==> src/rtl/entropy_requester.sv <==
// ---------------------------------------------------------------------------
// entropy_requester
//
// Host-side initiator for the TRNG entropy request interface. For each word
// it issues WORD_BYTES byte requests toward the entropy buffer, packs the
// returned bytes (first byte received -> byte 0) and offers the packed word
// downstream.
//
// Ports:
//   clk, rst      : system clock, synchronous active-high reset
//   start         : request one word (only looked at in IDLE)
//   single_shot   : 1 = single-cycle req pulses, 0 = req held until answered;
//                   latched when start is accepted
//   req, req_ss   : registered request / single-shot indicator to the buffer
//   vector        : entropy byte from the buffer
//   vector_valid  : vector holds a valid byte this cycle
//   word          : packed entropy word, byte k in bits [8k+7:8k]
//   word_valid    : word available downstream
//   word_ready    : downstream accepts word
//   busy          : FSM is not in IDLE
//   timeout_err   : sticky, last word aborted by timeout (cleared on start)
//   byte_cnt      : bytes captured so far for the current word
//   state_dbg     : current FSM state (IDLE=0, REQ=1, WAIT=2, GAP=3, DONE=4)
//
// Downstream handshake: word_valid rises when the word is complete and stays
// high with word stable until a posedge where word_valid && word_ready; the
// word is transferred on that edge and word_valid is low the next cycle.
// word_ready while word_valid is low has no effect.
// ---------------------------------------------------------------------------
module entropy_requester #(
  parameter int WORD_BYTES = 4,
  parameter int TIMEOUT    = 1023
) (
  input  logic                    clk,
  input  logic                    rst,
  input  logic                    start,
  input  logic                    single_shot,
  output logic                    req,
  output logic                    req_ss,
  input  logic [7:0]              vector,
  input  logic                    vector_valid,
  output logic [8*WORD_BYTES-1:0] word,
  output logic                    word_valid,
  input  logic                    word_ready,
  output logic                    busy,
  output logic                    timeout_err,
  output logic [2:0]              byte_cnt,
  output logic [2:0]              state_dbg
);

  localparam int WW = 8 * WORD_BYTES;

  typedef enum logic [2:0] {
    S_IDLE = 3'd0,
    S_REQ  = 3'd1,
    S_WAIT = 3'd2,
    S_GAP  = 3'd3,
    S_DONE = 3'd4
  } state_e;

  state_e          state_q, state_d;
  logic            req_q, req_d;
  logic            req_ss_q, req_ss_d;
  logic [WW-1:0]   word_q, word_d;
  logic            word_valid_q, word_valid_d;
  logic            timeout_err_q, timeout_err_d;
  // One bit wider than the byte_cnt port so a full 8-byte word is still
  // distinguishable from zero bytes when deciding GAP -> DONE.
  logic [3:0]      cnt_q, cnt_d;
  logic [15:0]     timer_q, timer_d;
  logic [15:0]     timer_inc;

  assign timer_inc = timer_q + 16'd1;

  always_comb begin
    state_d       = state_q;
    req_d         = req_q;
    req_ss_d      = req_ss_q;
    word_d        = word_q;
    word_valid_d  = word_valid_q;
    timeout_err_d = timeout_err_q;
    cnt_d         = cnt_q;
    timer_d       = timer_q;

    case (state_q)
      S_IDLE: begin
        if (start) begin
          state_d       = S_REQ;
          req_d         = 1'b1;
          req_ss_d      = single_shot;
          timeout_err_d = 1'b0;
          cnt_d         = 4'd0;
          timer_d       = 16'd0;
        end
      end

      S_REQ, S_WAIT: begin
        timer_d = timer_inc;
        if (vector_valid) begin
          // Capture has priority over a timeout in the same cycle.
          for (int k = 0; k < WORD_BYTES; k++) begin
            if (cnt_q == 4'(k)) begin
              word_d[8*k +: 8] = vector;
            end
          end
          cnt_d   = cnt_q + 4'd1;
          req_d   = 1'b0;
          state_d = S_GAP;
        end else if (timer_inc == 16'(TIMEOUT)) begin
          timeout_err_d = 1'b1;
          req_d         = 1'b0;
          cnt_d         = 4'd0;
          state_d       = S_IDLE;
        end else begin
          // Single-shot drops req after the REQ cycle; level mode holds it.
          req_d   = ~req_ss_q;
          state_d = S_WAIT;
        end
      end

      S_GAP: begin
        // req is low for this cycle, guaranteeing a falling edge between
        // consecutive byte requests.
        if (cnt_q == 4'(WORD_BYTES)) begin
          state_d      = S_DONE;
          word_valid_d = 1'b1;
        end else begin
          state_d = S_REQ;
          req_d   = 1'b1;
          timer_d = 16'd0;
        end
      end

      S_DONE: begin
        if (word_ready) begin
          word_valid_d = 1'b0;
          state_d      = S_IDLE;
        end
      end

      default: begin
        state_d      = S_IDLE;
        req_d        = 1'b0;
        word_valid_d = 1'b0;
      end
    endcase
  end

  always_ff @(posedge clk) begin
    if (rst) begin
      state_q       <= S_IDLE;
      req_q         <= 1'b0;
      req_ss_q      <= 1'b0;
      word_q        <= '0;
      word_valid_q  <= 1'b0;
      timeout_err_q <= 1'b0;
      cnt_q         <= 4'd0;
      timer_q       <= 16'd0;
    end else begin
      state_q       <= state_d;
      req_q         <= req_d;
      req_ss_q      <= req_ss_d;
      word_q        <= word_d;
      word_valid_q  <= word_valid_d;
      timeout_err_q <= timeout_err_d;
      cnt_q         <= cnt_d;
      timer_q       <= timer_d;
    end
  end

  assign req         = req_q;
  assign req_ss      = req_ss_q;
  assign word        = word_q;
  assign word_valid  = word_valid_q;
  assign timeout_err = timeout_err_q;
  assign byte_cnt    = cnt_q[2:0];
  assign busy        = (state_q != S_IDLE);
  assign state_dbg   = state_q;

endmodule
==> config.mk <==
export PLATFORM = sky130hd
export DESIGN_NAME = entropy_requester
export DESIGN_NICKNAME = d
export VERILOG_FILES = /design/src/rtl/entropy_requester.sv
export SDC_FILE = /design/constraint.sdc
export NUM_CORES = 1
export LEC_CHECK = 0
export CORE_UTILIZATION = 55
export CTS_CLUSTER_SIZE = 10
export DETAILED_ROUTE_END_ITERATION = 8
export GPL_ROUTABILITY_DRIVEN = 0
export PLACE_DENSITY = 0.93
export RECOVER_POWER = 50
export SKIP_LAST_GASP = 1
export SLEW_MARGIN = 30
export SYNTH_ARGS = -nofsm -noshare
export SYNTH_HDL_FRONTEND = slang
export SYNTH_SLANG_ARGS = --single-unit
==> constraint.sdc <==
create_clock -name clk -period 6.06 [get_ports clk]
set_input_delay 1.212 -clock clk [delete_from_list [all_inputs] [get_ports clk]]
set_output_delay 1.212 -clock clk [all_outputs]
set_load 0.01 [all_outputs]
Yosys cells after proc, flatten, opt, wreduce, memory -nomap -nowiden
Cells that the tools add are included.
{ "totals": {"regBits": 59, "in_bits": 14, "output_inout_bits": 43} }
{ "classes": {"add_sub_neg": 2, "n_eq_ne": 16, "muxes": 25, "bitwise": 3, "n_reduce_logical": 18} }
{ "ops": {"columns": ["operator", "n"], "rows": [
  ["case mux 16 bit (3 select lines)", 1],
  ["two-way mux 16 bit", 2],
  ["AND reduction 3 bit", 8],
  ["adder 16 x 1 -> 16 bit, second input constant", 1],
  ["== test 16 x 10 -> 1 bit, second input constant", 1],
  ["two-way mux 4 bit", 3],
  ["!= test 2 bit, second input constant", 6],
  ["case mux 3 bit (4 select lines)", 1],
  ["two-way mux 1 bit", 9],
  ["two-way mux 3 bit", 3],
  ["== test 4 x 2 -> 1 bit, second input constant", 2],
  ["case mux 4 bit (2 select lines)", 1],
  ["== test 3 x 2 -> 1 bit, second input constant", 2],
  ["nonzero test 3 bit", 2],
  ["adder 4 x 1 -> 4 bit, second input constant", 1],
  ["== test 4 x 1 -> 1 bit, second input constant", 1],
  ["== test 4 x 3 -> 1 bit, second input constant", 1],
  ["logical NOT 4 bit", 1],
  ["two-way mux 2 bit", 2],
  ["case mux 1 bit (4 select lines)", 1],
  ["AND reduction 2 bit", 2],
  ["AND reduction 4 bit", 1],
  ["== test 3 x 1 -> 1 bit, second input constant", 1],
  ["== test 3 bit, second input constant", 1],
  ["other kinds (8)", 10]
]} }

Longest topological paths before layout
{ "logic_depth": {"depth_word": 5, "mapped_depth": 10, "ltp_nobuf": 8} }

Worst setup path before layout
OpenSTA, ideal clock, no wires.
{ "synth_timing": {"path_kind": "input to register", "from": "input port vector_valid", "to": "register word_q[24] (netlist: word[24])", "setup_ns": 0.070, "arrival_time_ns": 2.290, "slack_ns": 3.700, "path_stages": 5, "path_buffers": 2, "path_cell_list": "clkbuf_1 -> nor4b_4 -> buf_2 -> nand3_1 -> a21oi_1"} }
{ "synth_between": {"elab_chain_cells": 1} }
{ "synth_lines": {"columns": ["item", "line", "text"], "rows": [
  ["start, declared", "41", "input logic vector_valid,"],
  ["AND reduction 3 bit (no line)", null, null],
  ["end signal, assigned", "163", "word_q <= word_d;"],
  ["end, declared", "64", "logic [WW-1:0] word_q, word_d;"]
]} }
Every way passes these cells.
A chain may end at the register's enable or synchronous reset.

Worst setup path in the final report
{ "layout_timing": {"from": "input port vector_valid", "to": "register word_q[4] (netlist: word[4])"} }
Same word-level chain as after synthesis.

==> qor.yml <==
routing:
  dr_wl_met2_mm: 3.60
  viasPerCell: 5.91
  ant_nets: 0
  drtPass1Iterations: 5
  routed.top_layer: "met4"
  via_count: 2759
  wl_mm: 7.18
  drt-met1-wl_mm: 2.98
  drt_iter0_drc: 227
  route.detailed.drc: 0
  wl_met3_um: 502
  wl_per_cell_um: 15.4
sta:
  holdWs_ps: 450
  finalHoldViolCount: 0
  setup_viol: 0
  fin_worst_skew_ps: 8.33
  slew_violations: 0
  tns_ps: 0
  max-slew-margin-rel_pct: 21.5
  max_freq_mhz: 302
  period_share_pct: 54.6
  fin_crit_ps: 3310
  rsz0062_at_grt: "no"
  tightestPinTransition_ps: 1170
finish:
  diodes: 0
  nNetsFinal: 415
  syn_to_final_growth_pct: 25.6
  stdcell_area_um2: 3500
  drive_above_1_share_pct: 6.25
synth:
  synth_warnings: 0
  synth_seq_cells: 59
  syn_nets: 373
  syn_area_um2: 2790
  ys_top_cells_by_count: "dfxtp_1 (59), nand2_1 (55), a21oi_1 (46)"
  synth.area.top_cells: "dfxtp_1 (42%), a21oi_1 (8.3%), nand2_1 (7.4%), nand3_1 (7.2%), nor2_1 (4.2%)"
  yosysTopAreaCellShare_pct: 42.4
  synth.most_common_cell: "dfxtp_1"
  synth.avg_cell_area_um2: 7.89
  synth_cells: 353
  async_flop_share_pct: 0
  synth_cell_types: 45
  ys_seq_area_share_pct: 42.4
  synth_ff_type: "dfxtp_1"
  synth_area_leader_cell: "dfxtp_1"
  synth_edf_count: 0
grt:
  antenna_found_initial: 0
  grt_overflow: 0
  grt_max_degree: 57
  grt_pass1_wl_mm: 11.6
  first_global_vias: 2453
  grt_use_total_pct: 28.7
cts:
  root_buffer: "clkbuf_8"
  cts_hold_buffers: 0
  clk_path_buf_depth: 2
  insertion_delay_ps: 330
  clock_sinks: 59
  cts_buffers: 9
  cts_resized: 0
  cts_tree: "done"
  htreeDepth: 3
  post_cts_buffers: 0
  path_clk_slew_ps: 70
floorplan:
  floorplan.initialDensity_pct: 58.2
  design.portCount: 57
  rows: 25
  die_h_um: 73.2
  die-area_um2: 5350
  coreArea_um2: 4790
  die_w_um: 73.2
critical_path:
  worstPathMaxFanout: 19
  rrSetupSlack_ps: 2900
  worstSetupPathType: "primary input to register"
  required_ps: 6260
  critical_path.startpoint_type: "primary input"
  endpoint_kind: "register"
  cp.arrival_ps: 3510
run:
  max-cap-violations: 0
power:
  comb_power_share_pct: 19.8
  power.internal_uw: 677
  clock_power_share_pct: 36.3
  power_frac_seq_pct: 43.9
  p_sw_uw: 294
  p_per_area_nw_per_um2: 277
  max-vdd-ir-drop_v: 0.000188
  p_sw_share_pct: 30.3
  power.static_leakage_nw: 1.31
worst_hold_path:
  min_path_type: "register to register"
placement:
  hpwl_mm: 4.81
  placed_area_um2: 3320
  port_buffers: 56
run_status:
  status: "finished clean"
-- metrics by stage --
| step | std cells | utilization [%] | setup WS [ps] | power [mW] |
|---|---|---|---|---|
| 6_report | 467 | 73.2 | 2750 | 0.971 |
| 3_3_place_gp | 451 | 69.3 | 2620 | 0.618 |
| 2_1_floorplan | 353 | - | 3700 | 0.561 |
| 3_5_place_dp | 451 | 69.4 | 2540 | 0.626 |
| 5_1_grt | 467 | 73.2 | 2610 | 1.02 |
| 4_1_cts | 467 | 73.4 | 2880 | 0.975 |
-- cell type report --
class                   instances  area [um2]
clock buffers                  11         141
clock inverters                 5        52.6
inverters                       8        30.0
flip-flops and latches         59        1180
fillers                       361        1280
multi-input cells             260        1450
well taps                      67        83.8
repair buffers                 57         566
-- routing by layer --
layer | GRT usage, % | vias up
met5 | 0 | -
met4 | 12.4 | 0
met3 | 6.77 | 12
met2 | 46.8 | 128
met1 | 36.0 | 1294
li1 | - | 1325
-- sequential cells by signal, indices dropped and copies added, names as in the netlist --
signal,flops
word,32
timer_q,16
cnt_q,4
state_dbg,3
req,1
req_ss,1
timeout_err,1
word_valid,1
-- worst max-delay path: stages --
cell and delay [ps]:
dlygate4sd3_1 710, nor4b_4 790, buf_4 360, nand2_1 210, nand2_1 140, a21oi_1 70
-- cell families after synthesis --
family / count (synthesis) / share of synthesized area, %
simple gates: 159 / 28.0
compound gates: 86 / 18.6
flops: 59 / 42.4
buf+inv: 34 / 5.30
xor+xnor: 7 / 2.20
fa+ha+maj: 6 / 2.69
mux: 2 / 0.763
-- final timing paths --
check	from	endpoint	cells past startpoint
setup / recovery	vector_valid	word[4]	6
setup reg to reg	state_dbg[1]	word[4]	7
hold / removal	word[12]	word[12]	2
hold reg to reg	word[12]	word[12]	2
-- placed cells by master, fill, tap and decap left out, types with 4 or more instances in the layout --
master / n
nand3_1: 41
nor2_1: 31
nand2_1: 55
a21oi_1: 46
o21ai_0: 14
ha_1: 6
dfxtp_1: 59
a31oi_1: 5
xnor2_1: 4
clkdlybuf4s50_1: 16
dlygate4sd3_1: 39
clkbuf_8: 10
inv_1: 8
nor4_1: 8
nor3_1: 6
-- power by group through the flow --
stage                     clock network, mW  logic [mW]  registers, mW
after CTS                             0.355       0.193          0.426
after floorplan                           0       0.129          0.432
after global routing                  0.374       0.212          0.430
final                                 0.353       0.192          0.426
after detailed placement                  0       0.192          0.435
after global placement                    0       0.184          0.434
Power figures use the tool's default switching activity.
